$ cat config.mk
export PLATFORM = sky130hd
export DESIGN_NAME = instr_sequencer
export DESIGN_NICKNAME = d
export VERILOG_FILES = /design/src/rtl/instr_sequencer.sv
export SDC_FILE = /design/constraint.sdc
export NUM_CORES = 1
export LEC_CHECK = 0
export ABC_AREA = 1
export CORE_UTILIZATION = 38
export DETAILED_ROUTE_END_ITERATION = 12
export PLACE_DENSITY_LB_ADDON = 0.12
export SYNTH_ARGS = -nofsm -noshare
export SYNTH_HDL_FRONTEND = slang
export SYNTH_SLANG_ARGS = --single-unit
export TNS_END_PERCENT = 20
$ cat constraint.sdc
create_clock -name clk_i -period 3 [get_ports clk_i]
set_input_delay 0.6 -clock clk_i [delete_from_list [all_inputs] [get_ports clk_i]]
set_output_delay 0.6 -clock clk_i [all_outputs]
set_load 0.01 [all_outputs]
$ cat src/rtl/instr_sequencer.sv
// Fetch/execute/memory sequencer for the 9-bit-instruction core.
// Owns the PC, gates register-file writes and stalls on data memory through req/ack.
//
// state | meaning
// IDLE  | waiting for start after reset
// FETCH | instruction register captures the word at pc
// EXEC  | decoder flags evaluated, next pc chosen
// MEM   | data memory request outstanding, waiting for ack or timeout
// HALT  | stopped on halt instruction (done) or memory timeout (error)
module instr_sequencer #(
  parameter int PC_W  = 10,
  parameter int OFF_W = 6,
  parameter int TMO   = 15,
  parameter int CNT_W = 16
) (
  input  logic             clk_i,
  input  logic             reset_i,
  input  logic             start_i,
  input  logic [PC_W-1:0]  start_addr_i,
  input  logic             branch_i,
  input  logic             jump_i,
  input  logic             mem_read_i,
  input  logic             mem_write_i,
  input  logic             halt_instr_i,
  input  logic             zero_i,
  input  logic [PC_W-1:0]  target_i,
  input  logic [OFF_W-1:0] offset_i,
  input  logic             mem_ack_i,
  output logic [PC_W-1:0]  pc_o,
  output logic             ir_load_o,
  output logic             reg_we_en_o,
  output logic             mem_req_o,
  output logic             done_o,
  output logic             error_o,
  output logic [CNT_W-1:0] cycle_cnt_o
);

  typedef enum logic [2:0] {IDLE, FETCH, EXEC, MEM, HALT} state_e;

  state_e           state_q;
  logic [PC_W-1:0]  pc_q;
  logic [CNT_W-1:0] cnt_q;
  logic [7:0]       tmo_q;
  logic             done_q;
  logic             error_q;

  logic [PC_W-1:0]  off_sext;
  logic             is_mem;

  assign off_sext = {{(PC_W-OFF_W){offset_i[OFF_W-1]}}, offset_i};
  assign is_mem   = mem_read_i | mem_write_i;

  always_ff @(posedge clk_i) begin
    if (reset_i) begin
      state_q <= IDLE;
      pc_q    <= '0;
      cnt_q   <= '0;
      tmo_q   <= '0;
      done_q  <= 1'b0;
      error_q <= 1'b0;
    end else begin
      if ((state_q == FETCH || state_q == EXEC || state_q == MEM) && cnt_q != '1)
        cnt_q <= cnt_q + 1'b1;
      case (state_q)
        IDLE, HALT: begin
          if (start_i) begin
            pc_q    <= start_addr_i;
            cnt_q   <= '0;
            tmo_q   <= '0;
            done_q  <= 1'b0;
            error_q <= 1'b0;
            state_q <= FETCH;
          end
        end
        FETCH: state_q <= EXEC;
        EXEC: begin
          if (halt_instr_i) begin
            done_q  <= 1'b1;
            state_q <= HALT;
          end else if (is_mem) begin
            tmo_q   <= '0;
            state_q <= MEM;
          end else begin
            // jump outranks a taken branch
            if (jump_i)                 pc_q <= target_i;
            else if (branch_i && zero_i) pc_q <= pc_q + off_sext;
            else                         pc_q <= pc_q + 1'b1;
            state_q <= FETCH;
          end
        end
        MEM: begin
          if (mem_ack_i) begin
            pc_q    <= pc_q + 1'b1;
            tmo_q   <= '0;
            state_q <= FETCH;
          end else if (tmo_q == 8'(TMO - 1)) begin
            tmo_q   <= '0;
            error_q <= 1'b1;
            state_q <= HALT;
          end else begin
            tmo_q <= tmo_q + 1'b1;
          end
        end
        default: state_q <= IDLE;
      endcase
    end
  end

  // Write enable must coincide with the EXEC / ack cycle, so it is decoded rather than registered.
  assign reg_we_en_o = (state_q == EXEC && !halt_instr_i && !is_mem) ||
                       (state_q == MEM && mem_ack_i);
  assign ir_load_o   = (state_q == FETCH);
  assign mem_req_o   = (state_q == MEM);
  assign pc_o        = pc_q;
  assign done_o      = done_q;
  assign error_o     = error_q;
  assign cycle_cnt_o = cnt_q;

endmodule

# ---- Yosys cells after proc, flatten, opt, wreduce, memory -nomap -nowiden
# Cells that the tools add are included.
dict set report word_totals {
  input_bits 36
  register_bits 39
}
dict set report classes {
  addsub 4
  n_bitwise 1
  n_mux 28
  n_eq_ne 15
  reduce_logical 20
}
# op count
set ops {}
lappend ops {{10-bit two-way mux} 6}
lappend ops {{16-bit two-way mux} 3}
lappend ops {{8-bit two-way mux} 5}
lappend ops {{10-bit one-hot mux with 3 select lines} 1}
lappend ops {{8-bit one-hot mux with 3 select lines} 1}
lappend ops {{16-bit by 1-bit adder with 16-bit output, second input constant} 1}
lappend ops {{16-bit inequality test, second input constant} 1}
lappend ops {{2-bit inequality test, second input constant} 7}
lappend ops {{3-bit two-way mux} 4}
lappend ops {{3-bit one-hot mux with 4 select lines} 1}
lappend ops {{10-bit by 1-bit adder with 10-bit output, second input constant} 1}
lappend ops {{10-bit adder} 1}
lappend ops {{8-bit by 1-bit adder with 8-bit output, second input constant} 1}
lappend ops {{8-bit by 4-bit == test with 1-bit output, second input constant} 1}
lappend ops {{4-bit AND reduction} 2}
lappend ops {{3-bit by 2-bit == test with 1-bit output, second input constant} 2}
lappend ops {{1-bit logical AND} 5}
lappend ops {{5-bit AND reduction} 1}
lappend ops {{1-bit two-way mux} 4}
lappend ops {{1-bit one-hot mux with 2 select lines} 2}
lappend ops {{2-bit nonzero test} 2}
lappend ops {{3-bit by 1-bit == test with 1-bit output, second input constant} 1}
lappend ops {{3-bit == test, second input constant} 1}
lappend ops {{3-bit zero test} 1}
lappend ops {{other kinds (10)} 13}

# ---- Longest topological paths before layout
dict set report depth {
  word_depth 7
  mapped_depth 13
}

# ---- Worst setup path after synthesis
# Ideal clock, no wire load.
dict set report synth_timing {
  path_type {input port to flip-flop}
  from {input offset_i[0]}
  to {register pc_q[4] (netlist: pc_o[4])}
  n_path_buf 0
  stages 10
  setup_time_ns 0.119
  setup_slack_ns 1.101
  t_required_ns 2.881
  arrival_time_ns 1.780
  path_cell_list {ha_1 > inv_1 > fa_1 > inv_1 > nand3_1 > nand2_1 > xnor2_1 > nor2_1 > o21ai_0 > a21oi_1}
}
dict set report synth_between {
  elab_chain_len 6
}
# item line_no
set synth_lines {}
lappend synth_lines {{start, declared} 27} ;# input logic [OFF_W-1:0] offset_i,
lappend synth_lines {{10-bit adder} 86} ;# else if (branch_i && zero_i) pc_q <= pc_q + off_sext;
lappend synth_lines {{10-bit two-way mux} 86}
lappend synth_lines {{10-bit two-way mux} 85} ;# if (jump_i) pc_q <= target_i;
lappend synth_lines {{10-bit two-way mux} 80} ;# end else if (is_mem) begin
lappend synth_lines {{10-bit two-way mux} 77} ;# if (halt_instr_i) begin
lappend synth_lines {{10-bit one-hot mux with 3 select lines} 64} ;# case (state_q)
lappend synth_lines {{end signal, assigned} 85}
lappend synth_lines {{end signal, assigned} 86}
lappend synth_lines {{end signal, assigned} 87} ;# else pc_q <= pc_q + 1'b1;
lappend synth_lines {{end, declared} 41} ;# logic [PC_W-1:0] pc_q;
# No other way between the ends. The select of a mux whose other input is x is not followed.
# A chain may end at the register's enable or synchronous reset.

# ---- Worst setup path after layout
dict set report layout_timing {
  from {register state_q[1]}
  to {output reg_we_en_o}
}
dict set report layout_between {
  elab_chain_len 4
}
# item line_no
set layout_lines {}
lappend layout_lines {{start, declared} 40} ;# state_e state_q;
lappend layout_lines {{start signal, assigned} 55} ;# state_q <= IDLE;
lappend layout_lines {{start signal, assigned} 72} ;# state_q <= FETCH;
lappend layout_lines {{start signal, assigned} 75} ;# FETCH: state_q <= EXEC;
lappend layout_lines {{3-bit by 2-bit == test with 1-bit output} 110} ;# assign reg_we_en_o = (state_q == EXEC && !halt_instr_i && !is_mem) ||
lappend layout_lines {{1-bit logical AND (2 in a row)} 110}
lappend layout_lines {{1-bit logical OR (*)} 110}
lappend layout_lines {{end, declared} 31} ;# output logic reg_we_en_o,
# Every way passes the cells marked *; elsewhere a longest branch is shown, timed or not.

==> results.cfg <==
[floorplan]
die_h_um = 91.3
core_area_sq_um = 7730
row_count = 32
dieArea_sq_um = 8340
initial_core_util_pct = 39.2
die_w_um = 91.3
pin_count = 67

[clocking]
insertion_delay_ns = 0.30
post_cts_resized = 0
htreeDepth = 2
numCtsBuffers = 5
ctsHoldBuffers = 0
root_buffer = clkbuf_8
clock_path_buffers = 2
tritoncts = done
path_clk_slew_ns = 0.09
cts_sinks = 39
post_cts.repair.setup_buffers = 0

[yosys]
synthesis.nets = 518
postSynthCellCount = 468
synth_ff_type = dfxtp_1
ys_seq_area_share_pct = 25.8
yosysMostFrequentCell = nand2_1
yosys.area.top_type = dfxtp_1
synth_area_per_cell_sq_um = 6.48
yosys-top-cells-area = dfxtp_1 26%, nand2_1 14%, nor2_1 7.7%
synth_edf_count = 0
ys_top_cells_by_count = 110 x nand2_1, 62 x nor2_1, 56 x inv_1, 39 x dfxtp_1, 33 x nand3_1
netlist_area_sq_um = 3030
ys_ff_latch = 39
synth_top_area_share_pct = 25.8
yosysWarnings = 0
async_reset_ff_share_pct = 0
synth.distinct_cells = 44

[routing]
drc_errors = 0
drtAntennaViolNets = 0
wl_um = 8260
drt_iter0_markers = 161
dr.pass1.iters = 4
vias_per_cell = 5.00
drt-wirelength-per-cell_um = 13.0
vias = 3178

[sta]
hold_viol = 0
tightest_slew_ns = 0.593
slew_headroom_pct = 60.4
min_period_ns = 2.82
rsz0062_at_grt = false
final-setup-viol-count = 0
drv_slew = 0
post-route-period-util_pct = 94.1
skew_ns = 0.0133
tns_ns = 0
fmax_mhz = 354

[layout]
nets = 582
area_growth_pct = 28.1
antenna_cells = 0
drive_above_1_share_pct = 6.94
postLayoutCoreUtil_pct = 50.2

[worst_setup_path]
rrSetupSlack_ns = 0.93
timing.rr.start = pc_o[0]
start_kind = flip-flop
r2r_cells = 12
crit_type = reg2out
crit_fanout = 13
critPathArrivalTime_ns = 2.22
worstSetupEndpointType = primary output
cp.required_ns = 2.40
r2r_end = pc_o[8]

[grt]
grt_max_degree = 21
grt_overflow = 0
grt_first_pass_wirelength_um = 13800
grt_util_all_layers_pct = 20.6
antenna_found_initial = 0
grt_pass1_vias = 2871

[hold_path]
hold_path.class = reg2reg
hold_end = tmo_q[3]
hold_path.startpoint = tmo_q[3]
holdPathStages = 2

[outcome]
status = complete, no violations

[power_and_ir_drop]
swShare_pct = 37.3
p_sw_mw = 0.651
p_leak_nw = 1.60
clockPowerShare_pct = 26.4
p_comb_share_pct = 36.6
p_seq_share_pct = 37.0
p_per_area_nw_per_um2 = 449
ir_drop_v = 0.000281
p_total_mw = 1.74
p_int_mw = 1.09

[run]
cap_violations = 0

[placement]
globalplace.congestion = 0.898
hpwl_um = 6340
port_buffers = 66
[placed cells by master (no fill, tap or decap), drive strengths merged, types with 3 or more instances in the layout]
cell,netlist,layout
a211oi,6,6
a21oi,28,28
a31oi,3,3
clkbuf,5,5
clkdlybuf4s50,0,66
dfxtp,39,39
ha,13,13
inv,61,61
nand2,117,117
nand3,33,33
nand4,10,10
nor2,70,70
nor3,12,12
o211a,3,3
o211ai,8,8
o21ai,20,20
or2,6,6
xnor2,6,6
xor2,13,13
[metrics by stage]
stage | std cells | worst slack, ns | hold WS (ns) | instance area, sq um
floorplan | 468 | 1.10 | 0.448 | 3030
global placement | 627 | 0.271 | 0.468 | 3770
detailed placement | 627 | 0.275 | 0.468 | 3770
CTS | 635 | 0.166 | 0.486 | 3880
global route | 635 | 0.0696 | 0.532 | 3880
finish | 635 | 0.176 | 0.486 | 3880
[cells by family after synthesis]
| kind of cell | after synthesis | share of synthesized area (%) |
|---|---|---|
| simple gates | 251 | 37.8 |
| buf+inv | 70 | 9.37 |
| xor+xnor | 19 | 5.49 |
| compound gates | 75 | 15.6 |
| fa+ha+maj | 14 | 6.03 |
| flops | 39 | 25.8 |
[power by group through the flow]
stage          sequential [mW]  clock, mW  combinational (mW)
3_5_place_dp             0.658          0               0.633
5_1_grt                  0.655      0.488               0.714
4_1_cts                  0.646      0.475               0.637
2_1_floorplan            0.652          0               0.403
6_report                 0.646      0.460               0.638
3_3_place_gp             0.657          0               0.625
[sequential cells by signal, indices dropped and copies added (netlist names)]
name and count:
cycle_cnt_o 16, state_q 3, error_o 1, pc_o 10, done_o 1, tmo_q 8
[final cells by class]
| type | instances | area (sq um) |
|---|---|---|
| clock buffers | 5 | 68.8 |
| multi-input cells | 359 | 1970 |
| inverters | 61 | 234 |
| repair buffers | 66 | 661 |
| flip-flops and latches | 39 | 781 |
| clock inverters | 3 | 43.8 |
| well taps | 102 | 128 |
| fillers | 823 | 3840 |
[worst max path at each step]
stage	from	to	slack, ns	cells after the start
3_3_place_gp	mem_write_i	reg_we_en_o	0.27	4
5_1_grt	state_q[1]	reg_we_en_o	0.07	5
2_1_floorplan	offset_i[0]	pc_o[4]	1.10	10
3_5_place_dp	mem_write_i	reg_we_en_o	0.27	4
6_report	state_q[1]	reg_we_en_o	0.18	5
4_1_cts	state_q[1]	reg_we_en_o	0.17	5
[worst max-delay path, cell delays in order (launching register included)]
cell             delay [ns]
dfxtp_1                0.42
nand2_4                0.19
nor2_4                 0.25
inv_1                  0.23
o31ai_1                0.26
clkdlybuf4s50_1        0.58
[per-layer routing]
layer / up-vias / GRT usage, % / part of all wire [%]
met5: - / 0 / 0
met4: 0 / 3.70 / 0.65
met3: 6 / 3.02 / 5.7
met2: 87 / 33.2 / 45
met1: 1427 / 29.2 / 49
li1: 1658 / - / -
Note: power is estimated with default switching activity, not from simulation.
